## config.mk

```make
export PLATFORM = sky130hd
export DESIGN_NAME = modulo_arbitro_buffer_rolhas
export DESIGN_NICKNAME = d
export VERILOG_FILES = /design/src/rtl/modulo_arbitro_buffer_rolhas.sv
export SDC_FILE = /design/constraint.sdc
export NUM_CORES = 1
export LEC_CHECK = 0
export CAP_MARGIN = 20
export CORE_AREA = 2 2 69 71
export CTS_CLUSTER_DIAMETER = 80
export DETAILED_ROUTE_END_ITERATION = 8
export DIE_AREA = 0 0 71 73
export GPL_ROUTABILITY_DRIVEN = 0
export PLACE_DENSITY_LB_ADDON = 0.12
export SETUP_SLACK_MARGIN = 0.4
export SLEW_MARGIN = 20
export SYNTH_ARGS = -nofsm -noshare
export SYNTH_HDL_FRONTEND = slang
export SYNTH_SLANG_ARGS = --single-unit
```

## constraint.sdc

```tcl
create_clock -name clk -period 6.7 [get_ports clk]
set_input_delay 2.01 -clock clk [delete_from_list [all_inputs] [get_ports clk]]
set_output_delay 2.01 -clock clk [all_outputs]
set_load 0.02 [all_outputs]
```

## src/rtl/modulo_arbitro_buffer_rolhas.sv

```systemverilog
// Cork buffer arbiter: owns the secondary and principal cork counts, arbitrates operator loads
// against automatic refills round-robin, moves one cork per clock and applies sealing consumption.
module modulo_arbitro_buffer_rolhas #(
  parameter int SEC_MAX      = 99,
  parameter int PRIN_MAX     = 20,
  parameter int XFER_QTY     = 15,
  parameter int REFILL_LEVEL = 5
) (
  input  logic       clk,
  input  logic       clr,
  input  logic       enable,
  input  logic       op_req,
  input  logic [6:0] op_qty,
  input  logic       seal,
  output logic [6:0] sec_count,
  output logic [4:0] prin_count,
  output logic       op_ack,
  output logic       op_nack,
  output logic       xfer_done,
  output logic       busy,
  output logic       ro,
  output logic [1:0] fsm_state
);

  typedef enum logic [1:0] {
    S_IDLE = 2'b00,
    S_LOAD = 2'b01,
    S_XFER = 2'b10
  } state_t;

  typedef enum logic {
    G_OP = 1'b0,
    G_RF = 1'b1
  } grant_t;

  localparam logic [7:0] SEC_MAX_W  = 8'(SEC_MAX);
  localparam logic [4:0] PRIN_MAX_W = 5'(PRIN_MAX);
  localparam logic [6:0] XFER_SEC_W = 7'(XFER_QTY);
  localparam logic [4:0] XFER_PRN_W = 5'(XFER_QTY);
  localparam logic [4:0] REFILL_W   = 5'(REFILL_LEVEL);

  state_t     state_q, state_d;
  grant_t     last_q, last_d;
  logic [6:0] sec_q, sec_d;
  logic [4:0] prin_q, prin_d;
  logic [6:0] rem_q, rem_d;
  logic       ack_q, ack_d;
  logic       nack_q, nack_d;
  logic       done_q, done_d;

  logic       rf_pend;
  logic       grant_op;
  logic       grant_rf;
  logic       prin_inc;
  logic       seal_dec;
  logic [4:0] prin_room;
  logic [7:0] op_sum;

  // The principal buffer never exceeds PRIN_MAX, so the headroom subtraction cannot underflow.
  assign prin_room = PRIN_MAX_W - prin_q;
  assign rf_pend   = (prin_q < REFILL_W) && (sec_q >= XFER_SEC_W) && (prin_room >= XFER_PRN_W);
  assign op_sum    = {1'b0, sec_q} + {1'b0, op_qty};

  // When both requesters are pending, the one not served last time wins.
  assign grant_op  = op_req  && (!rf_pend || (last_q == G_RF));
  assign grant_rf  = rf_pend && (!op_req  || (last_q == G_OP));

  assign seal_dec  = seal && (prin_q != 5'd0);

  always_comb begin
    // NOTE: every signal driven here gets a default first, so no path can infer a latch.
    state_d  = state_q;
    last_d   = last_q;
    sec_d    = sec_q;
    rem_d    = rem_q;
    ack_d    = 1'b0;
    nack_d   = 1'b0;
    done_d   = 1'b0;
    prin_inc = 1'b0;

    unique case (state_q)
      S_IDLE: begin
        if (enable) begin
          if (grant_op) begin
            last_d = G_OP;
            if ((op_qty == 7'd0) || (op_sum > SEC_MAX_W)) begin
              nack_d = 1'b1;
            end else begin
              ack_d   = 1'b1;
              rem_d   = op_qty;
              state_d = S_LOAD;
            end
          end else if (grant_rf) begin
            last_d  = G_RF;
            rem_d   = XFER_SEC_W;
            state_d = S_XFER;
          end
        end
      end
      S_LOAD: begin
        sec_d = sec_q + 7'd1;
        rem_d = rem_q - 7'd1;
        if (rem_q == 7'd1) begin
          done_d  = 1'b1;
          state_d = S_IDLE;
        end
      end
      S_XFER: begin
        sec_d    = sec_q - 7'd1;
        prin_inc = 1'b1;
        rem_d    = rem_q - 7'd1;
        if (rem_q == 7'd1) begin
          done_d  = 1'b1;
          state_d = S_IDLE;
        end
      end
      default: state_d = S_IDLE;
    endcase

    // A seal in the same cycle as a refill cork cancels it out on the principal count.
    prin_d = prin_q + {4'd0, prin_inc} - {4'd0, seal_dec};
  end

  // NOTE: state registers use non-blocking assignments so every flop samples pre-edge values.
  always_ff @(posedge clk) begin
    if (!clr) begin
      state_q <= S_IDLE;
      last_q  <= G_OP;
      sec_q   <= 7'd0;
      prin_q  <= 5'd0;
      rem_q   <= 7'd0;
      ack_q   <= 1'b0;
      nack_q  <= 1'b0;
      done_q  <= 1'b0;
    end else begin
      state_q <= state_d;
      last_q  <= last_d;
      sec_q   <= sec_d;
      prin_q  <= prin_d;
      rem_q   <= rem_d;
      ack_q   <= ack_d;
      nack_q  <= nack_d;
      done_q  <= done_d;
    end
  end

  assign sec_count  = sec_q;
  assign prin_count = prin_q;
  assign op_ack     = ack_q;
  assign op_nack    = nack_q;
  assign xfer_done  = done_q;
  assign busy       = (state_q != S_IDLE);
  assign ro         = (prin_q == 5'd0);
  assign fsm_state  = state_q;

endmodule

```

# Yosys cells after proc, flatten, opt, wreduce, memory -nomap -nowiden
# Index checks and enable logic that the tools add are counted.
# totals
wordCells,69
output_inout_bits,19
input_bits,12
regBits,25
# op_classes
n_lt_le_gt_ge,4
n_reduce_logical,24
eq_ne,7
bitwise,1
addsub,7
mux,18
# op_table
cell,n
7-bit two-way mux,4
7-bit case mux with 2 select lines,2
"7-bit by 1-bit subtractor with 7-bit output, second input constant",2
4-bit AND reduction,3
2-bit two-way mux,5
7-bit by 7-bit adder with 8-bit output,1
"8-bit by 7-bit greater-than comparator with 1-bit output, second input constant",1
2-bit nonzero test,4
"7-bit by 1-bit adder with 7-bit output, second input constant",1
"7-bit by 1-bit equality test with 1-bit output, second input constant",1
"7-bit by 4-bit greater-or-equal comparator with 1-bit output, second input constant",1
7-bit logical NOT,1
1-bit two-way mux,6
"3-bit != test, second input constant",2
5-bit by 1-bit adder with 5-bit output,1
"5-bit by 4-bit greater-or-equal comparator with 1-bit output, second input constant",1
1-bit logical AND,5
5-bit logical NOT,1
"5-bit by 3-bit less-than comparator with 1-bit output, second input constant",1
5-bit nonzero test,1
5-bit by 1-bit subtractor with 5-bit output,1
"5-bit subtractor, first input constant",1
2-bit case mux with 2 select lines,1
1-bit logical OR,3
other kinds (10),11

# Logic depth before layout (Yosys ltp)
# logic_depth
word_depth,9
depth_mapped,14
mapped_depth_nobuf,14

# Least setup slack after synthesis
# Ideal clock, no wire load.
# synth_timing
path_kind,input -> register
start,input op_qty[0]
end,register rem_q[2]
t_arrival_ps,4260
t_required_ps,6578
setup_time_ps,122
path_buffers,0
stages,10
setup_slack_ps,2319
cell_sequence,ha_1 -> inv_1 -> fa_1 -> and2b_4 -> o31ai_2 -> o41ai_2 -> mux2_4 -> a211oi_4 -> o31ai_1 -> o311a_1
# synth_between
elab_chain_cells,5
elab_cells_between_ends,6
classes_between,add/sub: 1; order compare: 1; eq/ne: 1; reduce/logical: 3
# synth_rtl
element,line_no,text
from (decl),13,"input logic [6:0] op_qty,"
7-bit by 7-bit adder with 8-bit output,62,"assign op_sum = {1'b0, sec_q} + {1'b0, op_qty};"
8-bit by 7-bit greater-than comparator with 1-bit output,86,if ((op_qty == 7'd0) || (op_sum > SEC_MAX_W)) begin
1-bit logical OR *,86,
3-bit != test (no line) *,--,
4-bit AND reduction (no line) *,--,
to (signal assigned),140,rem_q <= rem_d;
to (decl),46,"logic [6:0] rem_q, rem_d;"
# Mark *: on every way between the ends. The rest lies on a longest branch, timed or not.
# A chain may end at the register's enable or synchronous reset.

# Final worst setup path
# layout_timing
start,input op_qty[0]
end,register rem_q[0]
# layout_between
elab_chain_cells,5
elab_cells_between_ends,10
classes_between,add/sub: 1; order compare: 1; eq/ne: 1; mux: 4; reduce/logical: 3
# layout_rtl
element,line_no
7-bit by 7-bit adder with 8-bit output,62
8-bit by 7-bit greater-than comparator with 1-bit output,86
1-bit logical OR,86
3-bit != test (no line),--
4-bit AND reduction (no line),--
# Several ways; a longest one is shown, not always the timed one. The select of a mux whose other input is x is not followed.

==> flow_metrics.env <==
export IMPL_grtUsageTotal_pct=19.03
export IMPL_drive_gt1_share_pct=6.529
export IMPL_seq_area_frac_synth_pct=23.08
export IMPL_clk_latency_ns=0.27
export IMPL_cts_root_buffer="clkbuf_8"
export IMPL_hold_viol=0
export IMPL_postCtsSetupBuffers=0
export IMPL_syn_avg_cell_area_um2=8.308
export IMPL_yosysMostFrequentCell="inv_1"
export IMPL_clockBufferDepth=2
export IMPL_setup_violations=0
export IMPL_antenna_found_initial=0
export IMPL_fin_crit_sh_pct=72.96
export IMPL_gr_total_overflow=0
export IMPL_p_int_uw=368.9
export IMPL_crit_path_start_kind="input pin"
export IMPL_ys_top_cells_by_area="dfxtp_1 (23%), ha_1 (16%), inv_1 (4.8%), a21oi_1 (4.4%), nand2_1 (3.6%)"
export IMPL_reg2reg_depth=10
export IMPL_pwr_share_seq_pct=31.4
export IMPL_yosys_warnings=0
export IMPL_ant_nets=0
export IMPL_die_area_um2=5183
export IMPL_p_switching_uw=260.1
export IMPL_placedCellCount=341
export IMPL_endpoint_kind="flop"
export IMPL_report_final_slew_viol_count=0
export IMPL_hold_depth=2
export IMPL_ir_drop_mv=0.1356
export IMPL_power_total_uw=629.0
export IMPL_post_dp_hpwl_um=3876
export IMPL_crit_slowest_cell="clkdlybuf4s50_1"
export IMPL_coreArea_um2=4536
export IMPL_period_needed_ns=4.888
export IMPL_cts_sinks=25
export IMPL_yosysTopAreaCellShare_pct=23.08
export IMPL_cpLargestDelayFamily="compound AO/OA/AOI/OAI gates"
export IMPL_postCtsResizedCells=0
export IMPL_grt_pass1_vias=1729
export IMPL_synth_commonest_cells="inv_1 (28), ha_1 (27), dfxtp_1 (25)"
export IMPL_ys_types=60
export IMPL_wirelength_um=4815
export IMPL_diodes=0
export IMPL_synth_edf_count=0
export IMPL_slew_headroom_pct=47.78
export IMPL_grt_max_degree=24
export IMPL_cts_tree="done"
export IMPL_rsz0062_at_grt="no"
export IMPL_finalHoldWorstSlack_ns=0.5102
export IMPL_status="completed"
export IMPL_firstDrtPassIters=4
export IMPL_clk_pin_slew_worst_paths_ns=0.10
export IMPL_numCtsBuffers=3
export IMPL_cp_slowest_stage_delay_ns=0.53
export IMPL_stdcell_area_um2=2567
export IMPL_synthCells=261
export IMPL_ys_seq_elements=25
export IMPL_fill_cells=434
export IMPL_dieHeight_um=73
export IMPL_die_w_um=71
export IMPL_layout_area_overhead_vs_synth_pct=18.41
export IMPL_timing_max_cap_violations=0
export IMPL_postPlaceCellArea_um2=2521
export IMPL_timing_fmax_ghz=0.2046
export IMPL_hp_class="flop to flop"
export IMPL_port_buffers=30
export IMPL_wire_per_inst_um=13.96
export IMPL_synth_fp_nets=303
export IMPL_setup_tns_ns=0
export IMPL_pin_count=31
export IMPL_fin_nets=334
export IMPL_via_per_inst=5.577
export IMPL_criticalPathCategory="input pin to flop"
export IMPL_p_leak_uw=0.0009941
export IMPL_netlist_area_um2=2168
export IMPL_synth_main_ff_cell="dfxtp_1"
export IMPL_synthArstFlopShare_pct=0
export IMPL_power_frac_comb_pct=54.0
export IMPL_yosysTopAreaCell="dfxtp_1"
export IMPL_worst_pin_slew_ns=0.7833
export IMPL_critPathMaxFanout=10
export IMPL_switching_share_pct=41.35
export IMPL_power_frac_clock_pct=14.6
export IMPL_fin_skew_ns=0.007421
export IMPL_final_cells=345
export IMPL_cp_depth=11
export IMPL_drcViolationCount=0
export IMPL_cts_hold_buf=0
export IMPL_ff_latch_area_um2=500.5
export IMPL_arrival_ns=5.04
export IMPL_via_count=1924
export IMPL_required_ns=6.85
export IMPL_multi_input_area_um2=1544
export IMPL_core_rowCount=25
export IMPL_grt_first_pass_wirelength_um=7983
export IMPL_drt_iter0_drc=76
export IMPL_path_cells="clkdlybuf4s50_1 -> ha_1 -> inv_1 -> fa_1 -> and2b_4 -> o31ai_2 -> o41ai_2 -> mux2_4 -> a211oi_4 -> nor2_2 -> mux2i_1"
export IMPL_initial_core_util_pct=47.81
export IMPL_cp_num_buf_inv=2
export IMPL_pwr_density_cell_nw_per_um2=245.0
export IMPL_htreeDepth=1
==> final timing paths <==
check	from	end	slack, ns
worst max-delay path	op_qty[0]	rem_q[0]$_SDFFE_PN0P_	1.81
worst min-delay path	rem_q[1]$_SDFFE_PN0P_	rem_q[1]$_SDFFE_PN0P_	0.51
worst max register to register	sec_count[0]$_SDFFE_PN0N_	rem_q[0]$_SDFFE_PN0P_	3.60
worst min register to register	rem_q[1]$_SDFFE_PN0P_	rem_q[1]$_SDFFE_PN0P_	0.51
==> flip-flops by register name, summed over array words and instances, names as in the netlist <==
name        count
op_ack          1
fsm_state       2
op_nack         1
prin_count      5
sec_count       7
last_q          1
rem_q           7
xfer_done       1
==> through the flow <==
step                util (%)  setup WS, ns
finish                 56.61         1.812
global route           56.61         1.664
CTS                    56.61         1.799
detailed placement     55.59         1.494
global placement       55.59         1.553
floorplan                  -         2.319
==> cell type report <==
class	instances	area share, %
clock inverter	1	0.1949
clock buffer	3	1.608
tap	54	2.632
multi-input combinational	203	60.14
timing repair buffer	30	11.70
inverter	29	4.240
sequential	25	19.49
==> power by group through the flow <==
stage	logic (uW)	clock network, uW	registers, uW
final	340	91.8	198
after floorplan	226	0	215
after CTS	341	93.6	198
after detailed placement	338	0	201
after global routing	382	98.5	202
after global placement	332	0	201
==> cells by family (layout without fill, tap and decap cells) <==
family / Yosys count / in the layout / synth area share (%)
XOR/XNOR: 12 / 12 / 4.847
AO/OA/AOI/OAI: 73 / 73 / 25.33
adder cells (fa/ha/maj): 30 / 30 / 18.35
AND/OR/NAND/NOR: 83 / 83 / 20.14
multiplexers: 5 / 5 / 2.539
buffers and inverters: 33 / 63 / 5.712
flip-flops: 25 / 25 / 23.08
==> placed cells by master, fill, tap and decap left out, drive strengths merged, types with 2 or more instances in the layout <==
cell type	n
and3	5
clkinv	2
nand2	21
o31ai	6
clkbuf	3
nor2	20
ha	27
mux2i	4
nand2b	3
nand3b	2
clkdlybuf4s50	30
o41ai	4
dfxtp	25
fa	3
xnor2	8
o2111ai	4
nor4	2
o31a	2
a21oi	20
nand3	6
xor2	4
a21o	2
inv	28
a21boi	2
nor2b	5
o211ai	4
o311ai	4
nor3	8
o21ai	14
a211oi	3
nand4	2
==> tightest hold or removal path, cell delays in order (launching register included) <==
cell	delay (ns)
dfxtp_1	0.35
nand2_1	0.06
mux2i_1	0.06
==> routing by layer <==
layer,global-route usage (%),share of wire (%),vias up
met3,2.072,2.9,2
met5,0,0,-
li1,-,-,997
met4,4.822,0.64,0
met2,32.19,47,27
met1,26.01,49,898
Power figures use the tool's default switching activity.
